File: config.mk
export PLATFORM = sky130hd
export DESIGN_NAME = mem_access_stage
export DESIGN_NICKNAME = d
export VERILOG_FILES = /design/src/rtl/mem_access_stage.sv
export SDC_FILE = /design/constraint.sdc
export NUM_CORES = 1
export LEC_CHECK = 0
export ABC_AREA = 1
export CORE_MARGIN = 2
export CORE_UTILIZATION = 35
export CTS_CLUSTER_SIZE = 10
export DETAILED_ROUTE_END_ITERATION = 16
export GPL_TIMING_DRIVEN = 0
export PLACE_DENSITY = 0.8
export SLEW_MARGIN = 10
export SYNTH_ARGS = -nofsm -noshare
export SYNTH_HDL_FRONTEND = slang
export SYNTH_SLANG_ARGS = --single-unit
File: constraint.sdc
create_clock -name clk -period 1.4 [get_ports clk]
set_clock_uncertainty 0.2 [all_clocks]
set_input_delay 0.28 -clock clk [delete_from_list [all_inputs] [get_ports clk]]
set_output_delay 0.28 -clock clk [all_outputs]
set_load 0.005 [all_outputs]
File: src/rtl/mem_access_stage.sv
// mem_access_stage: MEM pipeline stage and MEM/WB register ahead of write-back.
// Runs load/store handshakes with data memory and stalls EX while an access is pending.
// Optional access watchdog: define MEM_TIMEOUT_EN to enable it (TIMEOUT cycles).
// Ports:
//   clk, rst_n                      clock, synchronous active-low reset
//   in_valid, in_WC, in_PC,
//   in_alu_res, in_store_data,
//   in_mem_rd, in_mem_wr,
//   in_S_MXRB, in_W_RB, in_flush    instruction from EX plus kill
//   out_stall                       combinational hold request to upstream
//   out_dm_req/we/addr/wdata,
//   in_dm_ack, in_dm_rdata          data-memory handshake
//   out_WC/PC/PR/alu_res/
//   out_S_MXRB/W_RB                 MEM/WB register
//   out_dm_err                      one-cycle pulse on access timeout
module mem_access_stage #(
    parameter int DW      = 32,
    parameter int TIMEOUT = 16
) (
    input  logic          clk,
    input  logic          rst_n,
    input  logic          in_valid,
    input  logic [3:0]    in_WC,
    input  logic [DW-1:0] in_PC,
    input  logic [DW-1:0] in_alu_res,
    input  logic [DW-1:0] in_store_data,
    input  logic          in_mem_rd,
    input  logic          in_mem_wr,
    input  logic [1:0]    in_S_MXRB,
    input  logic          in_W_RB,
    input  logic          in_flush,
    output logic          out_stall,
    output logic          out_dm_req,
    output logic          out_dm_we,
    output logic [DW-1:0] out_dm_addr,
    output logic [DW-1:0] out_dm_wdata,
    input  logic          in_dm_ack,
    input  logic [DW-1:0] in_dm_rdata,
    output logic [3:0]    out_WC,
    output logic [DW-1:0] out_PC,
    output logic [DW-1:0] out_PR,
    output logic [DW-1:0] out_alu_res,
    output logic [1:0]    out_S_MXRB,
    output logic          out_W_RB,
    output logic          out_dm_err
);

    typedef enum logic [1:0] {IDLE, ACCESS, DRAIN} state_t;

    state_t        state_q, state_d;
    logic          req_q, req_d;
    logic          we_q, we_d;
    logic [DW-1:0] addr_q, addr_d;
    logic [DW-1:0] wdata_q, wdata_d;
    logic [3:0]    wc_q, wc_d;
    logic [DW-1:0] pc_q, pc_d;
    logic [DW-1:0] pr_q, pr_d;
    logic [DW-1:0] alu_q, alu_d;
    logic [1:0]    mx_q, mx_d;
    logic          wrb_q, wrb_d;
    logic          err_q, err_d;
    logic          stall;
    logic          tmo;
    logic          is_mem;

    assign is_mem = in_mem_rd | in_mem_wr;

`ifdef MEM_TIMEOUT_EN
    localparam int CW = (TIMEOUT > 1) ? $clog2(TIMEOUT) : 1;
    logic [CW-1:0] cnt_q, cnt_d;

    // Counter sits at zero in IDLE, so entering ACCESS starts from zero.
    assign cnt_d = (state_q == IDLE) ? '0 : cnt_q + 1'b1;
    assign tmo   = (state_q != IDLE) && !in_dm_ack
                && (cnt_q == CW'(TIMEOUT - 1));

    always_ff @(posedge clk) begin
        if (!rst_n) cnt_q <= '0;
        else        cnt_q <= cnt_d;
    end
`else
    assign tmo = 1'b0;
`endif

    always_comb begin
        state_d = state_q;
        req_d   = req_q;
        we_d    = we_q;
        addr_d  = addr_q;
        wdata_d = wdata_q;
        // MEM/WB updates every cycle; a fully zeroed bubble is the default.
        wc_d    = '0;
        pc_d    = '0;
        pr_d    = '0;
        alu_d   = '0;
        mx_d    = '0;
        wrb_d   = 1'b0;
        err_d   = 1'b0;
        stall   = 1'b0;
        unique case (state_q)
            IDLE: begin
                if (in_valid && !in_flush) begin
                    if (is_mem) begin
                        stall   = 1'b1;
                        req_d   = 1'b1;
                        we_d    = in_mem_wr;
                        addr_d  = in_alu_res;
                        wdata_d = in_store_data;
                        state_d = ACCESS;
                    end else begin
                        wc_d  = in_WC;
                        pc_d  = in_PC;
                        alu_d = in_alu_res;
                        mx_d  = in_S_MXRB;
                        wrb_d = in_W_RB;
                    end
                end
            end
            ACCESS: begin
                if (in_dm_ack) begin
                    req_d   = 1'b0;
                    state_d = IDLE;
                    if (!in_flush) begin
                        wc_d  = in_WC;
                        pc_d  = in_PC;
                        pr_d  = we_q ? '0 : in_dm_rdata;
                        alu_d = in_alu_res;
                        mx_d  = in_S_MXRB;
                        wrb_d = in_W_RB;
                    end
                end else if (tmo) begin
                    req_d   = 1'b0;
                    err_d   = 1'b1;
                    state_d = IDLE;
                end else begin
                    stall = 1'b1;
                    // The request stays up; only its result is discarded.
                    if (in_flush) state_d = DRAIN;
                end
            end
            DRAIN: begin
                if (in_dm_ack) begin
                    req_d   = 1'b0;
                    state_d = IDLE;
                end else if (tmo) begin
                    req_d   = 1'b0;
                    err_d   = 1'b1;
                    state_d = IDLE;
                end else begin
                    stall = 1'b1;
                end
            end
            default: state_d = IDLE;
        endcase
    end

    always_ff @(posedge clk) begin
        if (!rst_n) begin
            state_q <= IDLE;
            req_q   <= 1'b0;
            we_q    <= 1'b0;
            addr_q  <= '0;
            wdata_q <= '0;
            wc_q    <= '0;
            pc_q    <= '0;
            pr_q    <= '0;
            alu_q   <= '0;
            mx_q    <= '0;
            wrb_q   <= 1'b0;
            err_q   <= 1'b0;
        end else begin
            state_q <= state_d;
            req_q   <= req_d;
            we_q    <= we_d;
            addr_q  <= addr_d;
            wdata_q <= wdata_d;
            wc_q    <= wc_d;
            pc_q    <= pc_d;
            pr_q    <= pr_d;
            alu_q   <= alu_d;
            mx_q    <= mx_d;
            wrb_q   <= wrb_d;
            err_q   <= err_d;
        end
    end

    assign out_stall    = stall;
    assign out_dm_req   = req_q;
    assign out_dm_we    = we_q;
    assign out_dm_addr  = addr_q;
    assign out_dm_wdata = wdata_q;
    assign out_WC       = wc_q;
    assign out_PC       = pc_q;
    assign out_PR       = pr_q;
    assign out_alu_res  = alu_q;
    assign out_S_MXRB   = mx_q;
    assign out_W_RB     = wrb_q;
    assign out_dm_err   = err_q;

endmodule
**Yosys cells after proc, flatten, opt, wreduce, memory -nomap -nowiden**

Cells that the tools add are included.

- Register bits: 171
- Input port bits: 142
- Output and inout port bits: 171
- Logic and storage cells: 70

- Eq/ne operators: 7
- Multiplexer cells: 39
- Bitwise operators: 4
- Reductions and logical operators: 9

Operators with widths:

| kind | count |
|---|---|
| two-way mux 32 bit | 8 |
| one-hot mux 32 bit (2 select lines) | 2 |
| two-way mux 2 bit | 9 |
| two-way mux 4 bit | 4 |
| two-way mux 1 bit | 10 |
| one-hot mux 4 bit (2 select lines) | 1 |
| AND reduction 4 bit | 2 |
| != test 2 bit, second input constant | 3 |
| one-hot mux 1 bit (2 select lines) | 3 |
| one-hot mux 2 bit (3 select lines) | 1 |
| OR reduction 5 bit | 1 |
| one-hot mux 2 bit (2 select lines) | 1 |
| != test 3 bit, second input constant | 1 |
| inverter 1 bit | 3 |
| AND reduction 3 bit | 1 |
| equality test 2 x 1 -> 1 bit, second input constant | 1 |
| equality test 2 bit, second input constant | 1 |
| logical NOT 2 bit | 1 |
| != test 2 x 1 -> 1 bit, second input constant | 1 |
| nonzero test 2 bit | 1 |
| OR reduction 2 bit | 1 |
| logical AND 1 bit | 1 |
| logical NOT 1 bit | 1 |
| OR 1 bit | 1 |

**Depth between registers and ports, before layout**

Gate-level depths: netlist of the first run.

- Depth after elaboration: 4
- Gate-level depth with buffers: 8
- Mapped depth without buffers: 8

**Worst setup path before layout of the first run**

No wires, ideal clock.

- Path type: register to output
- Start point: reg state_q[0]
- End point: out out_stall
- Data arrival time: 1.135 ns
- Required time: 0.920 ns
- Path slack: -0.215 ns
- Stages on the path, launching flop included: 6
- Cell sequence: dfxtp_1 -> inv_1 -> ha_1 -> nand3_4 -> clkbuf_1 -> a21oi_1

- Word-level cells in the longest chain between the ends: 3
- Elaborated cells on any way between the ends: 5
- Classes of those cells: 2 x eq/ne; 1 x mux; 2 x reduce/logical

Ends and longest elaborated chain:

| item | RTL line | RTL |
|---|---|---|
| from (decl) | 50 | `state_t state_q, state_d;` |
| from (signal assigned) | 172 | `state_q <= state_d;` |
| equality test 2 bit or equality test 2 x 1 -> 1 bit (tied branches) | 100 | `unique case (state_q)` |
| OR reduction 2 bit (no source line) | - |  |
| one-hot mux 1 bit (2 select lines) (*) | 100 |  |
| to (decl) | 32 | `output logic out_stall,` |

Mark *: on every way between the ends. The rest lies on a longest branch, timed or not.

**Final worst setup path of the first run**

Ends and elaborated chain as after synthesis.

==> report_table.html, run 1 <==
<table>
<tr><th>Metric</th><th>Value</th></tr>
<tr><th colspan="2">Outcome</th></tr>
<tr><td>Status</td><td>finished with violations</td></tr>
<tr><td>Failing checks</td><td>negative setup slack</td></tr>
<tr><th colspan="2">Power and ir drop</th></tr>
<tr><td>Maximum vdd drop</td><td>0.842 mV</td></tr>
<tr><td>PnR Total Power</td><td>11.8 mW</td></tr>
<tr><td>Power per unit of standard cell area</td><td>1130 mW/mm²</td></tr>
<tr><td>Lkg Pwr</td><td>4.73 nW</td></tr>
<tr><th colspan="2">Hold path</th></tr>
<tr><td>Hold-critical path endpoint</td><td>out_PR[10]$_SDFF_PP0_</td></tr>
<tr><td>Instance count along the most critical hold path</td><td>3</td></tr>
<tr><td>Hold path startpoint</td><td>in_dm_rdata[10]</td></tr>
<tr><td>Class of the tightest hold or removal check</td><td>in2reg</td></tr>
<tr><th colspan="2">Layout</th></tr>
<tr><td>Layout cell share with drive strength beyond 1</td><td>46.1%</td></tr>
<tr><td>Antenna cells</td><td>0</td></tr>
<tr><td>Most common cell after layout, fill and taps aside</td><td>sky130_fd_sc_hd__buf_2</td></tr>
<tr><td>Number of nets in the finished design</td><td>1,184</td></tr>
<tr><td>Highest-count cells in the layout ignoring fill and taps</td><td>sky130_fd_sc_hd__buf_2 (170), sky130_fd_sc_hd__nor2_1 (164), sky130_fd_sc_hd__clkdlybuf4s50_1 (141), sky130_fd_sc_hd__dfxtp_1 (110), sky130_fd_sc_hd__o21ai_1 (73)</td></tr>
<tr><td>Filler cell count</td><td>1,277</td></tr>
<tr><td>Layout Area Growth over Synthesis</td><td>84.1%</td></tr>
<tr><th colspan="2">Detailed routing</th></tr>
<tr><td>Drt via density</td><td>4.61</td></tr>
<tr><td>Total DRC errors in the routed layout</td><td>0</td></tr>
<tr><td>Number of vias in the routed layout</td><td>5,841</td></tr>
<tr><td>DR iter-0 viols</td><td>209</td></tr>
<tr><td>Aggregate routed wire length</td><td>21,100 µm</td></tr>
<tr><td>TritonRoute pass-1 iters</td><td>4</td></tr>
<tr><td>Antenna violation net count after detailed routing</td><td>0</td></tr>
<tr><td>Post-detailed-route wirelength per cell</td><td>16.7 µm</td></tr>
<tr><th colspan="2">Critical path</th></tr>
<tr><td>R2R Path Start</td><td>state_q[1]$_SDFFE_PN0P_</td></tr>
<tr><td>Critical Path RT</td><td>920 ps</td></tr>
<tr><td>Maximum fanout count along the critical path</td><td>2</td></tr>
<tr><td>Worst setup path category</td><td>reg2out</td></tr>
<tr><td>Element type at the critical path end</td><td>primary output</td></tr>
<tr><td>Worst Setup Start Kind</td><td>flop</td></tr>
<tr><td>Slack of the worst reg-to-reg path</td><td>-450 ps</td></tr>
<tr><td>Data arrival at the endpoint of the critical path</td><td>1430 ps</td></tr>
<tr><td>Endpoint of the lowest-slack register-to-register path</td><td>out_alu_res[13]$_SDFF_PN0_</td></tr>
<tr><td>Number of cells traversed by the worst register-to-register path</td><td>10</td></tr>
<tr><th colspan="2">Placed design</th></tr>
<tr><td>Post-detail-place hpwl</td><td>13,900 µm</td></tr>
<tr><td>Number of buffers inserted by port buffering</td><td>311</td></tr>
<tr><td>Gpl congestion</td><td>0.807</td></tr>
<tr><td>Worst slack at placement</td><td>-1010 ps</td></tr>
<tr><th colspan="2">Yosys</th></tr>
<tr><td>Fraction of the yosys area taken by sequential cells</td><td>60.1%</td></tr>
<tr><td>Distinct cells, synth</td><td>24</td></tr>
<tr><td>Net count after synthesis</td><td>809</td></tr>
<tr><td>Gate count after technology mapping</td><td>663</td></tr>
<tr><td>Post-synthesis cell area</td><td>0.00570 mm²</td></tr>
<tr><td>Total of warnings raised by yosys</td><td>0</td></tr>
<tr><td>Synth Register Bits</td><td>171</td></tr>
<tr><td>Synthesized area divided by synthesized cell count</td><td>8.59 µm²</td></tr>
<tr><th colspan="2">Floorplan</th></tr>
<tr><td>Starting utilization of the core area</td><td>35.9%</td></tr>
<tr><td>Die outline height</td><td>132 µm</td></tr>
<tr><td>Chip Width</td><td>132 µm</td></tr>
<tr><td>Core Box Area</td><td>0.0159 mm²</td></tr>
<tr><td>IO Count</td><td>313</td></tr>
<tr><td>Full die area</td><td>0.0173 mm²</td></tr>
<tr><td>Number of rows in the core area</td><td>46</td></tr>
<tr><th colspan="2">Clock tree</th></tr>
<tr><td>Clock tree from TritonCTS</td><td>done</td></tr>
<tr><td>Number of levels the H-tree was split into</td><td>4</td></tr>
<tr><td>Root Buffer</td><td>sky130_fd_sc_hd__clkbuf_16</td></tr>
<tr><td>Maximum root-to-sink buffer count</td><td>2</td></tr>
<tr><td>Number of clock sinks</td><td>171</td></tr>
<tr><td>Clock transition time at the flip-flop clock pins of the worst setup and hold paths</td><td>60 ps</td></tr>
<tr><td>Clk Latency, worst-skew pair</td><td>420 ps</td></tr>
<tr><td>Number of buffers created by CTS</td><td>17</td></tr>
<tr><th colspan="2">STA</th></tr>
<tr><td>Pins over their slew limit</td><td>0</td></tr>
<tr><td>Final Cycle Share</td><td>136%</td></tr>
<tr><td>Final WS setup</td><td>-507 ps</td></tr>
<tr><td>Minimum period implied by the final worst setup slack</td><td>1910 ps</td></tr>
<tr><td>Maximum achievable frequency</td><td>524 MHz</td></tr>
<tr><td>Unrepaired setup endpoints after global routing</td><td>true</td></tr>
<tr><td>Number of failing hold endpoints at the final stage</td><td>0</td></tr>
<tr><td>Setup Viol. Count Final</td><td>172</td></tr>
<tr><th colspan="2">Global routing</th></tr>
<tr><td>Largest net degree at the start of global routing</td><td>17</td></tr>
<tr><td>Antenna violations before repair</td><td>0</td></tr>
<tr><td>Via count of the first global-routing pass</td><td>5,841</td></tr>
<tr><td>Total grt overflow</td><td>0</td></tr>
<tr><td>Total routing resource utilization after global routing</td><td>24.1%</td></tr>
<tr><td>First-pass GRT wire length</td><td>32,600 µm</td></tr>
<tr><th colspan="2">Run</th></tr>
<tr><td>Max-cap check violation count</td><td>0</td></tr>
</table>
## critical path, stage by stage, from the launching register on
cell	delay (ps)
sky130_fd_sc_hd__dfxtp_4	350
sky130_fd_sc_hd__inv_4	60
sky130_fd_sc_hd__ha_4	140
sky130_fd_sc_hd__nand3_4	80
sky130_fd_sc_hd__clkbuf_16	150
sky130_fd_sc_hd__a21oi_4	100
sky130_fd_sc_hd__buf_2	120
## where the power goes
| group | switching, mW | total [mW] | internal [mW] |
|---|---|---|---|
| Sequential | 0.0754 | 5.13 | 5.05 |
| Combinational | 0.771 | 1.76 | 0.988 |
| Clock | 1.92 | 4.96 | 3.04 |
| Total | 2.77 | 11.8 | 9.08 |
## how the worst max path moves through the flow
| stage | startpoint | to | depth (start not counted) | slack [ps] |
|---|---|---|---|---|
| 2_1_floorplan | state_q[1]$_SDFFE_PN0P_ | out_PR[10]$_SDFF_PP0_ | 7 | -50 |
| 3_3_place_gp | in_flush | out_stall | 6 | -1020 |
| 3_5_place_dp | in_flush | out_stall | 6 | -1010 |
| 4_1_cts | state_q[1]$_SDFFE_PN0P_ | out_stall | 6 | -530 |
| 5_1_grt | state_q[0]$_SDFFE_PN0P_ | out_stall | 6 | -570 |
| 6_report | state_q[0]$_SDFFE_PN0P_ | out_stall | 6 | -510 |
## state kept, by name (all words and copies together), names as in the netlist
| signal | cells |
|---|---|
| out_dm_we | 1 |
| out_S_MXRB | 2 |
| out_dm_wdata | 32 |
| out_dm_req | 1 |
| out_W_RB | 1 |
| state_q | 2 |
| out_PR | 32 |
| out_PC | 32 |
| out_dm_addr | 32 |
| out_WC | 4 |
| out_alu_res | 32 |
## through the flow
step / util, % / instances / hold WS (ps) / area (µm²) / setup TNS [ps]
5_1_grt: 66.0 / 1266 / 172 / 10500 / -57990
4_1_cts: 63.7 / 1263 / 162 / 10100 / -42920
6_report: 66.0 / 1266 / 181 / 10500 / -47880
3_5_place_dp: 58.0 / 1190 / 264 / 9220 / -99240
2_1_floorplan: - / 663 / 192 / 5830 / -4140
3_3_place_gp: 58.0 / 1190 / 262 / 9220 / -98200
## cells by family (layout without fill, tap and decap cells)
family,count (synthesis),after routing,synth area share [%]
AOI/OAI and AO/OA,140,140,12.4
adders and majority gates,4,4,0.878
buffers and inverters,90,477,8.56
DFF,171,171,60.1
other,1,1,0.0658
and+or+nand+nor,257,257,18.1
## layer usage
metal	share of wire [%]	GRT usage [%]
met5	0	0
met4	3.2	10.7
met3	6.0	7.02
met2	51	42.1
met1	39	27.1
## final cells by class
type                            instances  area [µm²]  share of cell area, %
Tap cell                              216         270                   2.58
Clock buffer                           21         450                   4.29
Buffer                                 44         571                   5.44
Multi-Input combinational cell        402        2360                   22.5
Sequential cell                       171        3500                   33.4
Inverter                               44         175                   1.67
Timing Repair Buffer                  358        2990                   28.5
Clock inverter                         10         164                   1.56
## cell usage after synthesis
master / number / area (µm²)
sky130_fd_sc_hd__nor2_1: 234 / 878
sky130_fd_sc_hd__dfxtp_1: 171 / 3420
sky130_fd_sc_hd__o21ai_0: 109 / 546
sky130_fd_sc_hd__inv_1: 42 / 158
sky130_fd_sc_hd__o21ai_1: 25 / 125
sky130_fd_sc_hd__buf_6: 16 / 180
sky130_fd_sc_hd__buf_2: 15 / 75.1
sky130_fd_sc_hd__nand2_1: 14 / 52.6
sky130_fd_sc_hd__clkbuf_1: 7 / 26.3
sky130_fd_sc_hd__clkbuf_2: 6 / 30.0
sky130_fd_sc_hd__a21oi_1: 5 / 25.0
sky130_fd_sc_hd__ha_1: 4 / 50.1
sky130_fd_sc_hd__inv_2: 2 / 7.51
sky130_fd_sc_hd__nand3_1: 2 / 10.0
sky130_fd_sc_hd__nor2_4: 2 / 22.5
sky130_fd_sc_hd__buf_1: 1 / 3.75
sky130_fd_sc_hd__buf_4: 1 / 7.51
sky130_fd_sc_hd__conb_1: 1 / 3.75
sky130_fd_sc_hd__nand2_2: 1 / 6.26
sky130_fd_sc_hd__nand2_4: 1 / 11.3
sky130_fd_sc_hd__nand3_4: 1 / 17.5
sky130_fd_sc_hd__nor2_8: 1 / 20.0
sky130_fd_sc_hd__nor3_2: 1 / 10.0
sky130_fd_sc_hd__o21ai_2: 1 / 8.76
## repair_timing
item                       4_1_cts  5_1_grt
setup endpoints to repair      340      174
resized for setup              890      109
setup buffers                   27        6
pin swaps                       27        8
gates cloned                    16        0
hold buffers                     0        0
Note: power is estimated with default switching activity, not from simulation.
==> run 2, diff against run 1 <==
--- a/config.mk
+++ b/config.mk
@@ -12,6 +12,8 @@
 export DETAILED_ROUTE_END_ITERATION = 16
 export GPL_TIMING_DRIVEN = 0
 export PLACE_DENSITY = 0.8
+export SETUP_SLACK_MARGIN = 0.2
+export SKIP_LAST_GASP = 1
 export SLEW_MARGIN = 10
 export SYNTH_ARGS = -nofsm -noshare
 export SYNTH_HDL_FRONTEND = slang
==> report_table.html, run 2 (synthesis gave the netlist of run 1 again) <==
<table>
<tr><th>Metric</th><th>Value</th></tr>
<tr><th colspan="2">Outcome</th></tr>
<tr><td>Status</td><td>finished with violations</td></tr>
<tr><td>Failing checks</td><td>negative setup slack</td></tr>
<tr><th colspan="2">STA</th></tr>
<tr><td>Setup Viol. Count Final</td><td>172 (unchanged)</td></tr>
<tr><td>Maximum achievable frequency</td><td>518 MHz (-1.3%)</td></tr>
<tr><td>Final WS setup</td><td>-532 ps (-24.9 ps)</td></tr>
<tr><td>Unrepaired setup endpoints after global routing</td><td>true</td></tr>
<tr><td>Sum of negative setup slack</td><td>-55,480 ps (-7600 ps)</td></tr>
<tr><td>Pins over their slew limit</td><td>0 (unchanged)</td></tr>
<tr><td>Number of failing hold endpoints at the final stage</td><td>0 (unchanged)</td></tr>
<tr><td>Minimum period implied by the final worst setup slack</td><td>1930 ps (+24.9 ps)</td></tr>
<tr><td>Final Cycle Share</td><td>138% (+1.8 points)</td></tr>
<tr><th colspan="2">Clock tree</th></tr>
<tr><td>Number of levels the H-tree was split into</td><td>4 (unchanged)</td></tr>
<tr><td>Maximum root-to-sink buffer count</td><td>2 (unchanged)</td></tr>
<tr><td>Number of buffers created by CTS</td><td>17 (unchanged)</td></tr>
<tr><td>Clk Latency, worst-skew pair</td><td>420 ps (about the same)</td></tr>
<tr><td>Root Buffer</td><td>sky130_fd_sc_hd__clkbuf_16</td></tr>
<tr><td>Number of clock sinks</td><td>171 (unchanged)</td></tr>
<tr><td>Clock transition time at the flip-flop clock pins of the worst setup and hold paths</td><td>70 ps (about the same)</td></tr>
<tr><td>Clock tree from TritonCTS</td><td>done</td></tr>
<tr><th colspan="2">Floorplan</th></tr>
<tr><td>Chip Width</td><td>132 µm (unchanged)</td></tr>
<tr><td>Starting utilization of the core area</td><td>35.9% (unchanged)</td></tr>
<tr><td>Full die area</td><td>0.0173 mm² (unchanged)</td></tr>
<tr><td>Number of rows in the core area</td><td>46 (unchanged)</td></tr>
<tr><td>Core Box Area</td><td>0.0159 mm² (unchanged)</td></tr>
<tr><td>Die outline height</td><td>132 µm (unchanged)</td></tr>
<tr><td>IO Count</td><td>313 (unchanged)</td></tr>
<tr><th colspan="2">Power and ir drop</th></tr>
<tr><td>Maximum vdd drop</td><td>0.797 mV (-5.3%)</td></tr>
<tr><td>Power per unit of standard cell area</td><td>1030 mW/mm² (-8.8%)</td></tr>
<tr><td>PnR Total Power</td><td>11.6 mW (-2.5%)</td></tr>
<tr><td>Lkg Pwr</td><td>5.01 nW (+5.9%)</td></tr>
<tr><th colspan="2">Global routing</th></tr>
<tr><td>Via count of the first global-routing pass</td><td>5,766 (-1.3%)</td></tr>
<tr><td>Antenna violations before repair</td><td>0 (unchanged)</td></tr>
<tr><td>Total routing resource utilization after global routing</td><td>22.9% (-1.1 points)</td></tr>
<tr><td>First-pass GRT wire length</td><td>31,200 µm (-4.3%)</td></tr>
<tr><td>Largest net degree at the start of global routing</td><td>17 (unchanged)</td></tr>
<tr><td>Total grt overflow</td><td>0 (unchanged)</td></tr>
<tr><th colspan="2">Critical path</th></tr>
<tr><td>Worst setup path category</td><td>reg2out</td></tr>
<tr><td>Data arrival at the endpoint of the critical path</td><td>1450 ps (+20 ps)</td></tr>
<tr><td>Element type at the critical path end</td><td>primary output</td></tr>
<tr><td>Maximum fanout count along the critical path</td><td>2 (unchanged)</td></tr>
<tr><td>Worst Setup Start Kind</td><td>flop</td></tr>
<tr><td>Critical Path RT</td><td>920 ps (about the same)</td></tr>
<tr><th colspan="2">Layout</th></tr>
<tr><td>Layout Area Growth over Synthesis</td><td>97.0%</td></tr>
<tr><td>Number of nets in the finished design</td><td>1,209 (+2.1%)</td></tr>
<tr><td>Highest-count cells in the layout ignoring fill and taps</td><td>sky130_fd_sc_hd__nor2_1 (170), sky130_fd_sc_hd__clkdlybuf4s50_1 (140), sky130_fd_sc_hd__buf_2 (96), sky130_fd_sc_hd__buf_6 (95), sky130_fd_sc_hd__dfxtp_2 (92)</td></tr>
<tr><td>Design area</td><td>0.0112 mm² (+7.0%)</td></tr>
<tr><td>Layout cell share with drive strength beyond 1</td><td>53.9% (+7.8 points)</td></tr>
<tr><td>Utilization after layout</td><td>70.7% (+4.6 points)</td></tr>
<tr><td>Most common cell after layout, fill and taps aside</td><td>sky130_fd_sc_hd__nor2_1</td></tr>
<tr><td>Antenna cells</td><td>0 (unchanged)</td></tr>
<tr><th colspan="2">Detailed routing</th></tr>
<tr><td>Post-detailed-route wirelength per cell</td><td>17.0 µm (+1.7%)</td></tr>
<tr><td>Number of vias in the routed layout</td><td>5,991 (+2.6%)</td></tr>
<tr><td>Aggregate routed wire length</td><td>21,900 µm (+3.8%)</td></tr>
<tr><td>Drt via density</td><td>4.64 (+0.50%)</td></tr>
<tr><td>Total DRC errors in the routed layout</td><td>0 (unchanged)</td></tr>
<tr><td>TritonRoute pass-1 iters</td><td>5 (+1)</td></tr>
<tr><td>Antenna violation net count after detailed routing</td><td>0 (unchanged)</td></tr>
<tr><td>DR iter-0 viols</td><td>232 (+11%)</td></tr>
<tr><th colspan="2">Placed design</th></tr>
<tr><td>Post-detail-place hpwl</td><td>13,500 µm (-2.5%)</td></tr>
<tr><td>Gpl congestion</td><td>0.801 (-0.82%)</td></tr>
<tr><td>Number of buffers inserted by port buffering</td><td>311 (unchanged)</td></tr>
<tr><td>Placement Cell Area</td><td>0.00924 mm² (+0.22%)</td></tr>
<tr><th colspan="2">Hold path</th></tr>
<tr><td>Class of the tightest hold or removal check</td><td>in2reg</td></tr>
<tr><th colspan="2">Run</th></tr>
<tr><td>Max-cap check violation count</td><td>0 (unchanged)</td></tr>
</table>
run 2: cell types whose count changed in the layout (fill, tap and decap cells not counted), moves of 23 or more:
cell,before,now
sky130_fd_sc_hd__o21ai_2,45,84
sky130_fd_sc_hd__buf_6,20,95
sky130_fd_sc_hd__buf_2,170,96
sky130_fd_sc_hd__dfxtp_1,110,76
sky130_fd_sc_hd__buf_4,15,38
sky130_fd_sc_hd__o21ai_1,73,35
sky130_fd_sc_hd__dfxtp_2,59,92
run 2: power by group:
group / total, mW / switching [mW] / internal (mW)
clock network: 4.41 / 2.10 / 2.31
logic: 1.97 / 0.807 / 1.17
registers: 5.17 / 0.109 / 5.06
run 2: layout make-up:
| type | count | area (µm²) |
|---|---|---|
| buffer | 46 | 608 |
| clock buffer | 18 | 429 |
| clock inverter | 14 | 114 |
| fill | 1149 | 4660 |
| inverter | 44 | 178 |
| multi-input combinational | 402 | 2410 |
| sequential | 171 | 3550 |
| tap | 216 | 270 |
| timing repair buffer | 381 | 3670 |
run 2: what timing repair did:
| item | 4_1_cts | 5_1_grt |
|---|---|---|
| resized for setup | 892 | 216 |
| gates cloned | 11 | 6 |
| setup endpoints to repair | 341 | 341 |
| buffers inserted | 22 | 30 |
| hold buffers | 0 | 1 |
| pin swaps | 35 | 22 |
| hold endpoints to repair | 0 | 1 |
run 2: final timing paths:
path	startpoint	endpoint	slack [ps]	depth (start not counted)
worst max-delay path	state_q[0]$_SDFFE_PN0P_	out_stall	-530	6
worst min-delay path	in_dm_rdata[18]	out_PR[18]$_SDFF_PP0_	170	3
worst max register to register	state_q[0]$_SDFFE_PN0P_	out_alu_res[26]$_SDFF_PN0_	-400	10
worst min register to register	out_dm_wdata[16]$_SDFFE_PN0P_	out_dm_wdata[16]$_SDFFE_PN0P_	280	2
run 2: critical path: stages (launching register included):
cell                       delay (ps)
sky130_fd_sc_hd__dfxtp_4          360
sky130_fd_sc_hd__inv_4             60
sky130_fd_sc_hd__ha_4             140
sky130_fd_sc_hd__nand3_4           70
sky130_fd_sc_hd__clkbuf_8         150
sky130_fd_sc_hd__a21oi_2          110
sky130_fd_sc_hd__buf_2            130
run 2: per-layer routing:
layer  global-route usage (%)  vias up  share of wire, %
met5                        0        -                 0
li1                         -     2883                 -
met3                     7.33       41               6.2
met2                     40.3      228                53
met1                     26.5     2839                39
met4                     7.07        0               2.1
run 2: per-stage QoR:
step	hold slack [ps]	worst slack (ps)	cells
after floorplan	192	-49.5	663
after global placement	261	-987	1190
after detailed placement	273	-983	1190
after CTS	152	-516	1255
after global routing	152	-606	1292
final	165	-532	1292
==> run 3, diff against run 2 <==
--- a/config.mk
+++ b/config.mk
@@ -6,6 +6,7 @@
 export NUM_CORES = 1
 export LEC_CHECK = 0
 export ABC_AREA = 1
+export CAP_MARGIN = 40
 export CORE_MARGIN = 2
 export CORE_UTILIZATION = 35
 export CTS_CLUSTER_SIZE = 10
==> results of run 3 <==
No change in the layout: final DEF, timing and power equal those of run 2.
